File: src/rtl/ysyx_22040750_rr_arb_reg_mux_pkg.sv
// Shared constants and debug helpers for the registered round-robin arbiter/mux.
// Optional burst lock is enabled with the macro YSYX_22040750_ARB_LOCK_EN.
package ysyx_22040750_rr_arb_reg_mux_pkg;

   localparam int ARB_N = 64;  // payload width per source
   localparam int ARB_M = 4;   // number of sources

   // Index of the set bit in a one-hot grant vector (0 when the vector is empty).
   function automatic int unsigned onehot_to_idx(input logic [ARB_M-1:0] v);
      int unsigned idx;
      idx = 0;
      for (int i = 0; i < ARB_M; i++) begin
         if (v[i]) idx = i;
      end
      return idx;
   endfunction

endpackage

File: src/rtl/ysyx_22040750_rr_arb_reg_mux_if.sv
// Handshake/bus bundle between M producers, the arbiter and the shared sink.
// I_src_last exists only when YSYX_22040750_ARB_LOCK_EN is defined.
interface ysyx_22040750_rr_arb_reg_mux_if
   import ysyx_22040750_rr_arb_reg_mux_pkg::*;
#(
   parameter int N = ARB_N,
   parameter int M = ARB_M
) ();

   logic [M-1:0]   I_src_valid;
   logic [N*M-1:0] I_src_data;
   logic [M-1:0]   O_src_ready;
   logic           O_valid;
   logic [N-1:0]   O_data;
   logic [M-1:0]   O_grant;
   logic           I_ready;
`ifdef YSYX_22040750_ARB_LOCK_EN
   logic [M-1:0]   I_src_last;

   // Arbiter side.
   modport slave (
      input  I_src_valid, I_src_data, I_src_last, I_ready,
      output O_src_ready, O_valid, O_data, O_grant
   );

   // Producer/sink side.
   modport master (
      output I_src_valid, I_src_data, I_src_last, I_ready,
      input  O_src_ready, O_valid, O_data, O_grant
   );
`else
   // Arbiter side.
   modport slave (
      input  I_src_valid, I_src_data, I_ready,
      output O_src_ready, O_valid, O_data, O_grant
   );

   // Producer/sink side.
   modport master (
      output I_src_valid, I_src_data, I_ready,
      input  O_src_ready, O_valid, O_data, O_grant
   );
`endif

endinterface

File: src/rtl/ysyx_22040750_rr_arb_reg_mux_rr_pick.sv
// Combinational round-robin picker: one-hot grant for the first request found
// scanning upward circularly from the position after the last-grant pointer.
// Uses a double-width request vector so the wrap-around needs no second pass.
// The lock mask (all ones when unused) restricts which requests may win; it is
// driven from the burst lock when YSYX_22040750_ARB_LOCK_EN is defined.
module ysyx_22040750_rr_pick
   import ysyx_22040750_rr_arb_reg_mux_pkg::*;
#(
   parameter int M = ARB_M
) (
   input  logic [M-1:0] req,
   input  logic [M-1:0] ptr,
   input  logic [M-1:0] lock_mask,
   output logic [M-1:0] g
);

   generate
      if (M == 1) begin : g_single
         // A single source needs no arbitration.
         assign g = req & lock_mask;
      end else begin : g_multi
         logic [M-1:0]   req_m;
         logic [M-1:0]   start;
         logic [2*M-1:0] dbl;
         logic [2*M-1:0] diff;
         logic [2*M-1:0] hit;

         assign req_m = req & lock_mask;
         // Search starts one position above the last grant.
         assign start = {ptr[M-2:0], ptr[M-1]};
         assign dbl   = {req_m, req_m};
         // x & ~(x - b) isolates the lowest set bit of x at or above b; the
         // upper copy catches requests that sit below the start position.
         assign diff  = dbl - {{M{1'b0}}, start};
         assign hit   = dbl & ~diff;
         assign g     = hit[M-1:0] | hit[2*M-1:M];
      end
   endgenerate

endmodule

File: src/rtl/ysyx_22040750_rr_arb_reg_mux.sv
// Registered M-way round-robin arbiter with one-hot AND-OR payload select and
// a single output register stage; sustains one beat per cycle under
// backpressure. Reset is asynchronous active-high; the reset source is
// expected to be deasserted synchronously to I_sys_clk.
// Optional: YSYX_22040750_ARB_LOCK_EN keeps a granted source locked until it
// delivers a beat with I_src_last set.
module ysyx_22040750_rr_arb_reg_mux
   import ysyx_22040750_rr_arb_reg_mux_pkg::*;
#(
   parameter int N = ARB_N,
   parameter int M = ARB_M
) (
   input  logic                           I_sys_clk,
   input  logic                           I_rst,
   ysyx_22040750_rr_arb_reg_mux_if.slave  bus
);

   // Last-grant pointer resets to the top source so source 0 wins first.
   localparam logic [M-1:0] PTR_RST = M'(1) << (M - 1);

   logic          load_en;
   logic          any_grant;
   logic [M-1:0]  grant;
   logic [M-1:0]  lock_mask;
   logic [M-1:0]  ptr_q;
   logic          valid_q;
   logic [N-1:0]  data_q;
   logic [M-1:0]  grant_q;
   logic [N-1:0]  sel_data;

   // The register accepts a new beat when empty or draining this cycle.
   assign load_en   = !valid_q | bus.I_ready;
   assign any_grant = |grant;

`ifdef YSYX_22040750_ARB_LOCK_EN
   logic          lock_q;
   logic [M-1:0]  lock_src_q;
   logic          grant_last;

   assign lock_mask  = lock_q ? lock_src_q : '1;
   assign grant_last = |(grant & bus.I_src_last);

   // Lock onto a source after a non-final beat; release on its final beat.
   always_ff @(posedge I_sys_clk or posedge I_rst) begin
      if (I_rst) begin
         lock_q     <= 1'b0;
         lock_src_q <= '0;
      end else if (load_en && any_grant) begin
         lock_q     <= !grant_last;
         lock_src_q <= grant;
      end
   end
`else
   assign lock_mask = '1;
`endif

   ysyx_22040750_rr_pick #(.M(M)) u_pick (
      .req       (bus.I_src_valid),
      .ptr       (ptr_q),
      .lock_mask (lock_mask),
      .g         (grant)
   );

   // Accept only the granted source, and only while the register can load.
   assign bus.O_src_ready = I_rst ? '0 : ({M{load_en}} & grant);

   // One-hot AND-OR select of the granted payload.
   always_comb begin
      // NOTE: default assigned first so every path drives sel_data and no latch is inferred.
      sel_data = '0;
      for (int i = 0; i < M; i++) begin
         sel_data = sel_data | (bus.I_src_data[i*N +: N] & {N{grant[i]}});
      end
   end

   // Output register stage and round-robin pointer.
   always_ff @(posedge I_sys_clk or posedge I_rst) begin
      if (I_rst) begin
         // NOTE: payload register is reset as well, since O_data is observable as 0 after reset.
         valid_q <= 1'b0;
         data_q  <= '0;
         grant_q <= '0;
         ptr_q   <= PTR_RST;
      end else if (load_en) begin
         // NOTE: non-blocking assignments so all state samples pre-edge values.
         if (any_grant) begin
            valid_q <= 1'b1;
            data_q  <= sel_data;
            grant_q <= grant;
`ifdef YSYX_22040750_ARB_LOCK_EN
            if (grant_last) ptr_q <= grant;
`else
            ptr_q   <= grant;
`endif
         end else begin
            valid_q <= 1'b0;
         end
      end
   end

   assign bus.O_valid = valid_q;
   assign bus.O_data  = data_q;
   assign bus.O_grant = grant_q;

endmodule

File: src/flat_wrapper.sv
// flat-port wrapper written by rule: the top's interface ports become plain ports
module ysyx_22040750_rr_arb_reg_mux_flat import ysyx_22040750_rr_arb_reg_mux_pkg::*;
#(
   parameter int N = ARB_N,
   parameter int M = ARB_M
)
  (I_sys_clk, I_rst, bus_I_src_valid, bus_I_src_data, bus_I_ready, bus_O_src_ready, bus_O_valid, bus_O_data, bus_O_grant);
  ysyx_22040750_rr_arb_reg_mux_if #(.N(N), .M(M)) bus_i ();
  input  logic I_sys_clk;
  input  logic I_rst;
  input wire logic [$bits(bus_i.I_src_valid)-1:0] bus_I_src_valid;
  input wire logic [$bits(bus_i.I_src_data)-1:0] bus_I_src_data;
  input wire logic [$bits(bus_i.I_ready)-1:0] bus_I_ready;
  output wire logic [$bits(bus_i.O_src_ready)-1:0] bus_O_src_ready;
  output wire logic [$bits(bus_i.O_valid)-1:0] bus_O_valid;
  output wire logic [$bits(bus_i.O_data)-1:0] bus_O_data;
  output wire logic [$bits(bus_i.O_grant)-1:0] bus_O_grant;
  assign bus_i.I_src_valid = bus_I_src_valid;
  assign bus_i.I_src_data = bus_I_src_data;
  assign bus_i.I_ready = bus_I_ready;
  assign bus_O_src_ready = bus_i.O_src_ready;
  assign bus_O_valid = bus_i.O_valid;
  assign bus_O_data = bus_i.O_data;
  assign bus_O_grant = bus_i.O_grant;
  ysyx_22040750_rr_arb_reg_mux #(.N(N), .M(M)) u_core (.I_sys_clk(I_sys_clk), .I_rst(I_rst), .bus(bus_i));
endmodule
File: config.mk
export PLATFORM = sky130hd
export DESIGN_NAME = ysyx_22040750_rr_arb_reg_mux_flat
export DESIGN_NICKNAME = d
export VERILOG_FILES = /design/src/rtl/ysyx_22040750_rr_arb_reg_mux_pkg.sv /design/src/rtl/ysyx_22040750_rr_arb_reg_mux_if.sv /design/src/rtl/ysyx_22040750_rr_arb_reg_mux_rr_pick.sv /design/src/rtl/ysyx_22040750_rr_arb_reg_mux.sv /design/src/flat_wrapper.sv
export SDC_FILE = /design/constraint.sdc
export NUM_CORES = 1
export LEC_CHECK = 0
export CORE_AREA = 2 2 132 134
export DETAILED_ROUTE_END_ITERATION = 12
export DIE_AREA = 0 0 134 136
export PLACE_DENSITY = 0.74
export SLEW_MARGIN = 5
export SYNTH_ARGS = -nofsm -noshare
export SYNTH_HDL_FRONTEND = slang
export SYNTH_SLANG_ARGS = --single-unit
File: constraint.sdc
create_clock -name I_sys_clk -period 3.1 [get_ports I_sys_clk]
set_input_delay 0.62 -clock I_sys_clk [delete_from_list [all_inputs] [get_ports I_sys_clk]]
set_output_delay 0.62 -clock I_sys_clk [all_outputs]
set_load 0.1 [all_outputs]
# Yosys cells after proc, flatten, opt, wreduce, memory -nomap -nowiden
# Index checks and enable logic that the tools add are counted.
# op_classes
n_addsub	1
mux	2
bitwise	12
n_reduce_logical	3
# ops
operator	count
64-bit bitwise AND	4
64-bit bitwise OR	3
8-bit bitwise AND	1
8-bit inverter	1
8-bit by 4-bit subtractor with 8-bit output	1
4-bit bitwise AND	1
4-bit 2-to-1 mux	1
4-bit bitwise OR	1
4-bit OR reduction	1
2-bit AND reduction	1
1-bit zero test	1
1-bit 2-to-1 mux	1
1-bit bitwise OR	1
# totals
reg_bits	73
output_inout_bits	73

# Depth between registers and ports, before layout
# depth
depth_word	8
depth_mapped	11
depth_no_buf	8

# Modules after synthesis
# A second synthesis with hierarchy kept.
# unflattened
cells_unflattened	417
hier_area_um2	4478.0
# by_module_without_submodules
module	n_inst	cells_per_inst	area_each_um2
ysyx_22040750_rr_arb_reg_mux	1	381	4240.3
ysyx_22040750_rr_pick	1	36	237.7

# Least setup slack after synthesis
# Ideal clock, no wire load.
# synth_path
kind	input -> output
from	input I_rst
to	output bus_O_src_ready[0]
arrival_ns	3.113
required_time_ns	2.480
slack_ns	-0.633
stages	2
path_buffers	0
cell_sequence	inv_1 > and3_1
# synth_between
elab_chain_cells	1
# synth_rtl
element	line	text
start, declared	flat_wrapper.sv:10	input logic I_rst;
4-bit 2-to-1 mux	ysyx_22040750_rr_arb_reg_mux.sv:65	assign bus.O_src_ready = I_rst ? '0 : ({M{load_en}} & grant);
end, declared	flat_wrapper.sv:14	output wire logic [$bits(bus_i.O_src_ready)-1:0] bus_O_src_ready;
# Every way passes these cells.

# Worst setup path in the final report
# layout_path
from	input bus_I_src_valid[1]
to	output bus_O_src_ready[1]
# layout_between
elab_chain_cells	6
# layout_rtl
element	line	text
start, declared	flat_wrapper.sv:11	input wire logic [$bits(bus_i.I_src_valid)-1:0] bus_I_src_valid;
8-bit by 4-bit subtractor with 8-bit output	ysyx_22040750_rr_arb_reg_mux_rr_pick.sv:34	assign diff = dbl - {{M{1'b0}}, start};
8-bit inverter	ysyx_22040750_rr_arb_reg_mux_rr_pick.sv:35	assign hit = dbl & ~diff;
8-bit bitwise AND (*)	ysyx_22040750_rr_arb_reg_mux_rr_pick.sv:35	
4-bit bitwise OR (*)	ysyx_22040750_rr_arb_reg_mux_rr_pick.sv:36	assign g = hit[M-1:0] | hit[2*M-1:M];
4-bit bitwise AND (*)	ysyx_22040750_rr_arb_reg_mux.sv:65	
4-bit 2-to-1 mux (*)	ysyx_22040750_rr_arb_reg_mux.sv:65	
# Every way passes the cells marked *; elsewhere a longest branch is shown, timed or not.

==> impl_metrics.toml <==
[global_route]
grt_pass1_vias = 4978
grt_pass1_wl_um = 25890
grt.total_usage = 0.1826
overflow = 0
grt_max_degree = 59
antenna_found_initial = 1

[synthesis]
ys_top_cells_by_area = "dfrtp_1 (40%), a221o_1 (15%), a22o_1 (14%), mux2_2 (9.7%), mux2_4 (9.5%)"
async_reset_ff_frac = 1.000
netlist_instances = 347
synth.distinct_cells = 31
synth.most_common_cell = "dfrtp_1"
synth_edf_count = 0
yosysWarnings = 0
yosysSeqAreaShare = 0.4099
synth_top_area_share = 0.4037
syn_area_per_cell_um2 = 12.32
synth_ff_type = "dfrtp_1"
synth_area_um2 = 4277
synth.net_count = 614
yosys.area.top_type = "dfrtp_1"
synth_commonest_cells = "dfrtp_1 (69), a22o_1 (66), a221o_1 (64)"
synth_seq_cells = 70

[floorplan]
dieArea_um2 = 18220
initial_core_util = 0.2534
io_pins = 336
rows = 48
die_w_um = 134
core_um2 = 16880
die-height_um = 136

[sta]
rsz0062_at_grt = "false"
relSlewSlack = 0.4937
hold_violations = 0
setup_violations = 0
slew_viol_final = 0
timing.fmax_mhz = 340.8
worst-slew-pin-transition_ns = 0.7594
tns_ns = 0
whs_ns = 0.5064
skew_ns = 0.005595
min_period_over_period = 0.9467
layout_min_cycle_time_ns = 2.935

[drt]
wl_per_cell_um = 19.41
drcViolationCount = 0
drt_iter0_drc = 151
avgViaCountPerCell = 5.086
ant_nets = 0
drt_wl_total_um = 17640
num_vias = 4623
drt_first_pass_iters = 5

[clock_tree]
cts_tree = "done"
cts-hold-fix-buffers = 0
cts_buffers = 9
cts_sinks = 70
htreeDepth = 3
cts.clk_slew.worst_paths_ns = 0.06
clock_latency_ns = 0.33
cts.path.max_buffers = 2
cts_root_buf = "clkbuf_16"

[pwr]
p_per_area_nw_per_um2 = 1281
p_int_mw = 4.843
ir_drop_uv = 626.9
sequentialPowerShare = 0.159
p_comb_frac = 0.728
power.total_mw = 10.68
p_sw_frac = 0.5466
p_leak_nw = 3.545
clkPwrFrac = 0.113
p_sw_mw = 5.839

[placement]
gp_congestion = 0.7738
io_buffers = 335
dp_cells = 885
place_hpwl_um = 13380

[outcome]
status = "completed"

[final_layout]
utilization = 0.4943
area_growth_syn_to_layout_pct = 95.06
finalNetCount = 946
final_cells = 909
diodes = 0
drive_above_1_share = 0.2953
fill_cells = 1460

[critical_path]
end_kind = "primary output"
r2r_start = "u_core.ptr_q[3]"
crit_required_ns = 2.48
start_kind = "primary input"
r2r_setup_slack_ns = 0.20
crit_type = "primary input to primary output"
r2r_cells = 9
timing.rr.end = "u_core.bus.O_data[24]"
worstPathArrival_ns = 2.31
cp_max_fo = 4

[min_path]
min_to = "u_core.bus.O_data[4]"
min-delay-start = "u_core.bus.O_data[4]"
hold_depth = 1
hold_class = "flip-flop to flip-flop"

[job]
max-cap-violations = 0
registers in the layout, indices dropped and copies added, names as in the netlist:
register,count
u_core.ptr_q,1
u_core.bus.O_data,64
u_core.bus.O_grant,4
u_core.bus.O_valid,1
layout by cell type (no fill, tap or decap), types with 2 or more instances in the layout:
| cell | count |
|---|---|
| dfrtp_1 | 69 |
| a221o_1 | 64 |
| clkdlybuf4s50_1 | 258 |
| clkinvlp_4 | 2 |
| a22o_1 | 66 |
| clkbuf_16 | 9 |
| ha_4 | 2 |
| dlygate4sd2_1 | 2 |
| dlymetal6s2s_1 | 2 |
| nand2_1 | 5 |
| and3_4 | 4 |
| o21a_2 | 2 |
| o31a_2 | 2 |
| buf_4 | 89 |
| inv_1 | 4 |
| mux2_2 | 37 |
| mux2_4 | 27 |
| buf_12 | 11 |
| o21ai_0 | 3 |
| nor4_1 | 2 |
| inv_6 | 2 |
| bufinv_16 | 3 |
timing repair:
action | in CTS | in global routing
setup buffers | 4 | 3
pin swaps | 4 | 4
endpoints found under the setup margin | 4 | 37
resized for setup | 12 | 4
gates cloned | 1 | 0
cell families (layout without fill, tap and decap cells):
kind of cell	Yosys count	count (layout)	share of synthesized area
compound gates	143	143	0.3078
flops	70	70	0.4099
mux	64	64	0.1922
buf+inv	48	385	0.05354
simple gates	17	17	0.02106
fa+ha+maj	4	4	0.01346
xor+xnor	1	1	0.002048
per-layer routing:
metal / vias up / wire [um] / GRT usage / share of wire
li1: 2097 / - / - / -
met1: 2241 / 6502 / 0.1878 / 0.37
met2: 253 / 9199 / 0.3501 / 0.52
met3: 30 / 1502 / 0.04810 / 0.085
met4: 2 / 427 / 0.07388 / 0.024
met5: - / 12 / 0 / 0.00068
metrics by stage:
| step | cell area [um^2] | worst slack (ns) |
|---|---|---|
| floorplan | 4304 | -0.02076 |
| global placement | 7844 | -0.1793 |
| detailed placement | 7844 | -0.2497 |
| CTS | 8307 | 0.007337 |
| global route | 8342 | 0.1022 |
| finish | 8342 | 0.1653 |
power by group through the flow:
stage	logic, mW	registers, mW	clock network [mW]
2_1_floorplan	2.57	4.86	0
3_3_place_gp	7.47	1.69	0
3_5_place_dp	7.61	1.70	0
4_1_cts	7.76	1.70	1.24
5_1_grt	8.05	1.75	1.29
6_report	7.78	1.70	1.21
how the worst max path moves through the flow:
stage	cells past startpoint	to	start
after floorplan	9	bus_O_src_ready[0]	bus_I_src_valid[0]
after global placement	9	u_core.bus.O_data[28]	bus_I_src_valid[1]
after detailed placement	7	bus_O_src_ready[2]	bus_I_src_valid[3]
after CTS	9	bus_O_src_ready[3]	bus_I_src_valid[2]
after global routing	10	bus_O_src_ready[3]	bus_I_src_valid[1]
final	10	bus_O_src_ready[1]	bus_I_src_valid[1]
cell type report:
class | instances | area, um^2 | share of cell area
Clock buffer | 9 | 225.2 | 0.02700
Sequential cell | 70 | 1753 | 0.2101
Clock inverter | 7 | 120.1 | 0.01440
Timing Repair Buffer | 364 | 3557 | 0.4264
Inverter | 5 | 22.52 | 0.002700
Tap cell | 225 | 281.5 | 0.03375
Multi-Input combinational cell | 229 | 2382 | 0.2856
critical path: stages:
cell and delay (ns):
dlygate4sd2_1 0.25, buf_6 0.13, ha_1 0.19, a21oi_2 0.16, o21ai_2 0.09, a211oi_2 0.22
o21a_2 0.17, buf_4 0.12, and3_4 0.19, buf_12 0.17
Power figures use the tool's default switching activity.
